File: src/rtl/det_pkg.sv
// Shared types and the Sarrus term schedule for the sequential 3x3 determinant engine.
package det_pkg;

    localparam int unsigned NUM_ELEM = 9;
    localparam int unsigned NUM_STEP = 12;
    localparam int unsigned IDX_W    = 4;
    localparam int unsigned STEP_W   = 4;
    localparam int unsigned TERM_W   = 3;

    typedef enum logic [1:0] {
        S_LOAD,
        S_COMP,
        S_DONE
    } state_t;

    // Element indices (row-major) of one product term and whether it is subtracted.
    typedef struct packed {
        logic [IDX_W-1:0] x;
        logic [IDX_W-1:0] y;
        logic [IDX_W-1:0] z;
        logic             neg;
    } term_t;

    function automatic term_t term_of(input logic [TERM_W-1:0] t);
        term_t r;
        case (t)
            3'd0:    r = '{x: 4'd0, y: 4'd4, z: 4'd8, neg: 1'b0};
            3'd1:    r = '{x: 4'd1, y: 4'd5, z: 4'd6, neg: 1'b0};
            3'd2:    r = '{x: 4'd2, y: 4'd3, z: 4'd7, neg: 1'b0};
            3'd3:    r = '{x: 4'd2, y: 4'd4, z: 4'd6, neg: 1'b1};
            3'd4:    r = '{x: 4'd0, y: 4'd5, z: 4'd7, neg: 1'b1};
            3'd5:    r = '{x: 4'd1, y: 4'd3, z: 4'd8, neg: 1'b1};
            default: r = '{x: 4'd0, y: 4'd4, z: 4'd8, neg: 1'b0};
        endcase
        return r;
    endfunction

endpackage

File: src/rtl/det_mac.sv
// Two-step signed multiply-accumulate: even step latches x*y, odd step adds/subtracts tmp*z.
module det_mac
    import det_pkg::*;
#(
    parameter int unsigned DW = 4,
    parameter int unsigned OW = 16
) (
    input  logic          clk,
    input  logic          rst,
    input  logic          clr,
    input  logic          en,
    input  logic          odd,
    input  logic          neg,
    input  logic [DW-1:0] x,
    input  logic [DW-1:0] y,
    input  logic [DW-1:0] z,
    output logic [OW-1:0] acc_nxt_c
);

    localparam int unsigned PW = 2 * DW;

    logic [PW-1:0] tmp;
    logic [PW-1:0] prod_xy_c;
    logic [OW-1:0] acc;
    logic [OW-1:0] prod_tz_c;

    // Sign-extended operands; modular low bits of the product are exact at these widths.
    always_comb begin
        prod_xy_c = {{DW{x[DW-1]}}, x} * {{DW{y[DW-1]}}, y};
        prod_tz_c = {{(OW-PW){tmp[PW-1]}}, tmp} * {{(OW-DW){z[DW-1]}}, z};
        acc_nxt_c = acc;
        if (en && odd) begin
            acc_nxt_c = neg ? (acc - prod_tz_c) : (acc + prod_tz_c);
        end
    end

    always_ff @(posedge clk) begin
        if (rst || clr) begin
            tmp <= '0;
            acc <= '0;
        end else if (en) begin
            if (!odd) begin
                tmp <= prod_xy_c;
            end else begin
                acc <= acc_nxt_c;
            end
        end
    end

endmodule

File: src/rtl/det3_seq.sv
// Sequential 3x3 signed determinant: streams 9 elements in, 12 MAC steps, result out.
// Optional singular flag output when DET_SINGULAR_EN is defined.
module det3_seq
    import det_pkg::*;
#(
    parameter int unsigned DW = 4,
    parameter int unsigned OW = 16
) (
    input  logic          clk,
    input  logic          rst,
    input  logic          clear,
    input  logic          elem_valid,
    output logic          elem_ready,
    input  logic [DW-1:0] elem_data,
    output logic          res_valid,
    input  logic          res_ready,
    output logic [OW-1:0] res_data,
`ifdef DET_SINGULAR_EN
    output logic          singular,
`endif
    output logic          busy
);

    state_t            state;
    state_t            state_nxt;
    logic [IDX_W-1:0]  count;
    logic [STEP_W-1:0] step;
    logic [DW-1:0]     slot [NUM_ELEM];

    logic              elem_take_c;
    logic              res_take_c;
    logic              mac_en_c;
    logic              mac_clr_c;
    logic              last_step_c;
    term_t             term_c;
    logic [OW-1:0]     acc_nxt_c;

    assign term_c      = term_of(step[STEP_W-1:1]);
    assign last_step_c = (step == STEP_W'(NUM_STEP - 1));

    always_ff @(posedge clk) begin
        if (rst) begin
            state <= S_LOAD;
        end else begin
            state <= state_nxt;
        end
    end

    // Next state and handshake qualifiers; clear overrides every transfer.
    always_comb begin
        state_nxt   = state;
        elem_take_c = 1'b0;
        res_take_c  = 1'b0;
        mac_en_c    = 1'b0;
        mac_clr_c   = 1'b0;
        case (state)
            S_LOAD: begin
                mac_clr_c   = 1'b1;
                elem_take_c = elem_valid && elem_ready;
                if (elem_take_c && (count == IDX_W'(NUM_ELEM - 1))) begin
                    state_nxt = S_COMP;
                end
            end
            S_COMP: begin
                mac_en_c = 1'b1;
                if (last_step_c) begin
                    state_nxt = S_DONE;
                end
            end
            S_DONE: begin
                res_take_c = res_valid && res_ready;
                if (res_take_c) begin
                    state_nxt = S_LOAD;
                end
            end
            default: state_nxt = S_LOAD;
        endcase
        if (clear) begin
            state_nxt   = S_LOAD;
            elem_take_c = 1'b0;
            res_take_c  = 1'b0;
            mac_en_c    = 1'b0;
            mac_clr_c   = 1'b1;
        end
    end

    always_ff @(posedge clk) begin
        if (elem_take_c) begin
            slot[count] <= elem_data;
        end
    end

    always_ff @(posedge clk) begin
        if (rst) begin
            count      <= '0;
            step       <= '0;
            elem_ready <= 1'b0;
            busy       <= 1'b0;
            res_valid  <= 1'b0;
            res_data   <= '0;
`ifdef DET_SINGULAR_EN
            singular   <= 1'b0;
`endif
        end else begin
            elem_ready <= (state_nxt == S_LOAD);
            busy       <= (state_nxt != S_LOAD);
            if (clear) begin
                count     <= '0;
                step      <= '0;
                res_valid <= 1'b0;
`ifdef DET_SINGULAR_EN
                singular  <= 1'b0;
`endif
            end else begin
                if (elem_take_c) begin
                    count <= count + IDX_W'(1);
                end
                if (mac_en_c) begin
                    step <= last_step_c ? '0 : (step + STEP_W'(1));
                    if (last_step_c) begin
                        res_valid <= 1'b1;
                        res_data  <= acc_nxt_c;
`ifdef DET_SINGULAR_EN
                        singular  <= (acc_nxt_c == '0);
`endif
                    end
                end
                if (res_take_c) begin
                    res_valid <= 1'b0;
                    count     <= '0;
`ifdef DET_SINGULAR_EN
                    singular  <= 1'b0;
`endif
                end
            end
        end
    end

    det_mac #(
        .DW (DW),
        .OW (OW)
    ) u_mac (
        .clk       (clk),
        .rst       (rst),
        .clr       (mac_clr_c),
        .en        (mac_en_c),
        .odd       (step[0]),
        .neg       (term_c.neg),
        .x         (slot[term_c.x]),
        .y         (slot[term_c.y]),
        .z         (slot[term_c.z]),
        .acc_nxt_c (acc_nxt_c)
    );

endmodule
File: config.mk
export PLATFORM = sky130hd
export DESIGN_NAME = det3_seq
export DESIGN_NICKNAME = d
export VERILOG_FILES = /design/src/rtl/det_pkg.sv /design/src/rtl/det_mac.sv /design/src/rtl/det3_seq.sv
export SDC_FILE = /design/constraint.sdc
export NUM_CORES = 1
export LEC_CHECK = 0
export ABC_AREA = 1
export BUFFER_PORTS_ARGS = -buffer_cell sky130_fd_sc_hd__buf_2
export CAP_MARGIN = 25
export CELL_PAD_IN_SITES_DETAIL_PLACEMENT = 1
export CELL_PAD_IN_SITES_GLOBAL_PLACEMENT = 1
export CORE_MARGIN = 2
export CORE_UTILIZATION = 28
export DETAILED_ROUTE_END_ITERATION = 10
export PLACE_DENSITY_LB_ADDON = 0.1
export SLEW_MARGIN = 20
export SYNTH_ARGS = -nofsm -noshare
export SYNTH_HDL_FRONTEND = slang
export SYNTH_SLANG_ARGS = --single-unit
export TNS_END_PERCENT = 5
File: constraint.sdc
create_clock -name clk -period 7 [get_ports clk]
set_clock_uncertainty 0.05 [all_clocks]
set_input_delay 0 -clock clk [delete_from_list [all_inputs] [get_ports clk]]
set_output_delay 0 -clock clk [all_outputs]
set_load 0.02 [all_outputs]
==> impl_metrics.tcl <==
set metrics [dict create \
    synth_compound_gate_area_share_pct 10.32 \
    die_area_sq_um 23460 \
    clock-sinks 89 \
    insertion_delay_ns 0.35 \
    critical-path-top-delay-family "adder cells" \
    rsz0062_at_grt "no" \
    synth_fa_ha_area_share_pct 19.32 \
    cts_tree "done" \
    cts.clk_slew.worst_paths_ns 0.08 \
    first_pass_iters 4 \
    ys_ff_latch 89 \
    slowest_stage "fa_1" \
    drv_cap 0 \
    syn_area_sq_um 6231 \
    synth_flop_cell "dfxtp_1" \
    setup-violations-final 0 \
    synth_xor_area_share_pct 3.655 \
    grt_max_degree 34 \
    layout_commonest_cell "nand2_1" \
    async_reset_ff_share_pct 0 \
    hpwl_um 12920 \
    first_iter_violations 138 \
    critical_path_buf_inv_count 6 \
    tightest_slew_ns 0.7911 \
    relSlewSlack_pct 47.26 \
    pwr-share-comb_pct 3.3 \
    fin_tns_setup_ns 0 \
    min_path_type "input pin to flop" \
    fin_crit_sh_pct 92.23 \
    n_antenna_cell 0 \
    gp_congestion 0.8063 \
    vdd_drop_max_mv 0.09981 \
    slew_viol_final 0 \
    p_per_area_nw_per_um2 147.6 \
    max_clock_freq_mhz 154.9 \
    clockBufferDepth 2 \
    drt-total-wl_um 15820 \
    synth_cell_types 42 \
    wl_per_cell_um 14.38 \
    cp-end-kind "flop" \
    fp.coreArea_sq_um 21820 \
    syn_nets 859 \
    drcViolationCount 0 \
    port_buffers 27 \
    syn_to_final_growth_pct 15.54 \
    final_core_util_pct 32.99 \
    grt_antenna_before_repair 0 \
    p_clk_share_pct 45.9 \
    synth-edff-count 36 \
    finalHoldViolCount 0 \
    placementRows 54 \
    synth_top_family_by_area "simple AND/OR/NAND/NOR gates" \
    cts_root_buf "clkbuf_16" \
    grt_pass1_wl_um 27280 \
    postSynthCellCount 770 \
    final_cell_mix "128 x nand2_1, 119 x inv_1, 93 x nor2_1" \
    initial_utilization_pct 28.55 \
    ys_warn_count 0 \
    worstPathArrival_ns 6.66 \
    cts-htree-levels 3 \
    numCtsBuffers 9 \
    p_int_uw 807.5 \
    grt_overflow_total 0 \
    status "finished clean" \
    startpoint_type "flop" \
    drive_above_1_share_pct 12.68 \
    p_sw_uw 254.9 \
    cp.required_ns 7.20 \
    die-height_um 153.2 \
    dr_total_vias 5112 \
    synth_mux_area_share_pct 0.3213 \
    slowest_delay_ns 0.52 \
    die_w_um 153.2 \
    layout_min_cycle_time_ns 6.456 \
    p_leak_nw 3.280 \
    drtAntennaViolNets 0 \
    synth-simple-area-share_pct 23.67 \
    nets 904 \
    num_io_pins 28 \
    path_class "flop to flop" \
    viasPerCell 4.647 \
    power_frac_seq_pct 50.8 \
    path_max_fanout 6 \
    syn_avg_cell_area_sq_um 8.092 \
    grt_pass1_vias 5488 \
    swShare_pct 23.99 \
    yosysSeqAreaShare_pct 34.38 \
    grtUsageTotal_pct 14.22 \
]
==> final cells by class <==
type	instances	area [sq um]
clock buffers	9	225.2
clock inverters	7	80.08
fillers	2637	14620
inverters	127	479.2
multi-input cells	544	3630
flip-flops and latches	89	2148
well taps	280	350.3
repair buffers	44	286.5
==> worst paths after layout <==
check | slack, ns | from | endpoint | depth (start not counted)
setup reg to reg | 0.54 | step[3]$_SDFFE_PP0P_ | res_data[14]$_SDFFE_PP0P_ | 36
setup / recovery | 0.54 | step[3]$_SDFFE_PP0P_ | res_data[14]$_SDFFE_PP0P_ | 36
hold / removal | 0.20 | elem_valid | count[0]$_SDFFE_PP0P_ | 3
hold reg to reg | 0.44 | u_mac.acc[15]$_SDFFE_PP0P_ | u_mac.acc[15]$_SDFFE_PP0P_ | 2
==> registers in the layout, summed over array words and instances (netlist names) <==
signal / count
u_mac.tmp: 8
res_data: 16
slot: 36
state: 2
res_valid: 1
elem_ready: 1
count: 4
u_mac.acc: 16
step: 4
busy: 1
==> logic make-up (layout without fill, tap and decap cells) <==
| kind of cell | count (synthesis) | after routing |
|---|---|---|
| mux | 2 | 2 |
| flops | 89 | 89 |
| simple gates | 325 | 325 |
| fa+ha+maj | 80 | 80 |
| buf+inv | 137 | 187 |
| compound gates | 111 | 111 |
| xor+xnor | 26 | 26 |
==> worst min-delay path: stages <==
cell and delay [ns]:
buf_2 0.10, nand4_1 0.34, a21oi_1 0.12
==> per-layer routing <==
metal / wire (um) / vias up / track usage, %
li1: - / 2610 / -
met1: 8161 / 2449 / 20.11
met2: 7146 / 42 / 22.90
met3: 340 / 11 / 1.928
met4: 167 / 0 / 3.704
met5: 0 / - / 0
==> cells in the mapped netlist (5+ instances only) <==
cell      instances  area (sq um)
dfxtp_1          53          1061
ha_1             53         663.1
nor3_1           14         70.07
o21ai_1           6         30.03
xor2_1           14         122.6
inv_1           119         446.7
a21oi_1          41         205.2
nor2_1           94         352.8
nand3_1          45         225.2
nand4_1           6         37.54
a221oi_1          5         43.79
edfxtp_1         36          1081
nand2_1         129         484.2
inv_2             5         18.77
or2_2             6         37.54
fa_1             27         540.5
nand2_2          12         75.07
o21ai_0          29         145.1
a31oi_1           7         43.79
xnor2_1          12         105.1
o211ai_1         11         82.58
clkbuf_1          8         30.03
==> per-stage QoR <==
step / hold slack [ns] / cell area (sq um) / setup slack (ns) / total power, mW / std cells
after floorplan: 0.04887 / 6231 / 0.7141 / 0.5721 / 770
after detailed placement: 0.2754 / 6731 / 0.1149 / 0.5849 / 1074
final: 0.1984 / 7199 / 0.5441 / 1.062 / 1100
after CTS: 0.2000 / 7117 / 0.1143 / 1.084 / 1098
after global routing: 0.2542 / 7199 / 0.02994 / 1.109 / 1100
after global placement: 0.2790 / 6731 / 0.4737 / 0.5840 / 1074
==> power by group through the flow <==
stage                     sequential [mW]  combinational, mW  clock (mW)
after floorplan                     0.552             0.0196           0
after global placement              0.552             0.0318           0
after detailed placement            0.552             0.0327           0
after CTS                           0.540             0.0363       0.508
after global routing                0.540             0.0403       0.529
final                               0.540             0.0352       0.487
==> timing repair <==
item | 4_1_cts | 5_1_grt
setup endpoints to repair | 0 | 9
setup buffers | 0 | 1
hold endpoints to repair | 41 | 0
gates resized for setup | 0 | 16
hold buffers | 8 | 0
(Power assumes the default switching activity.)
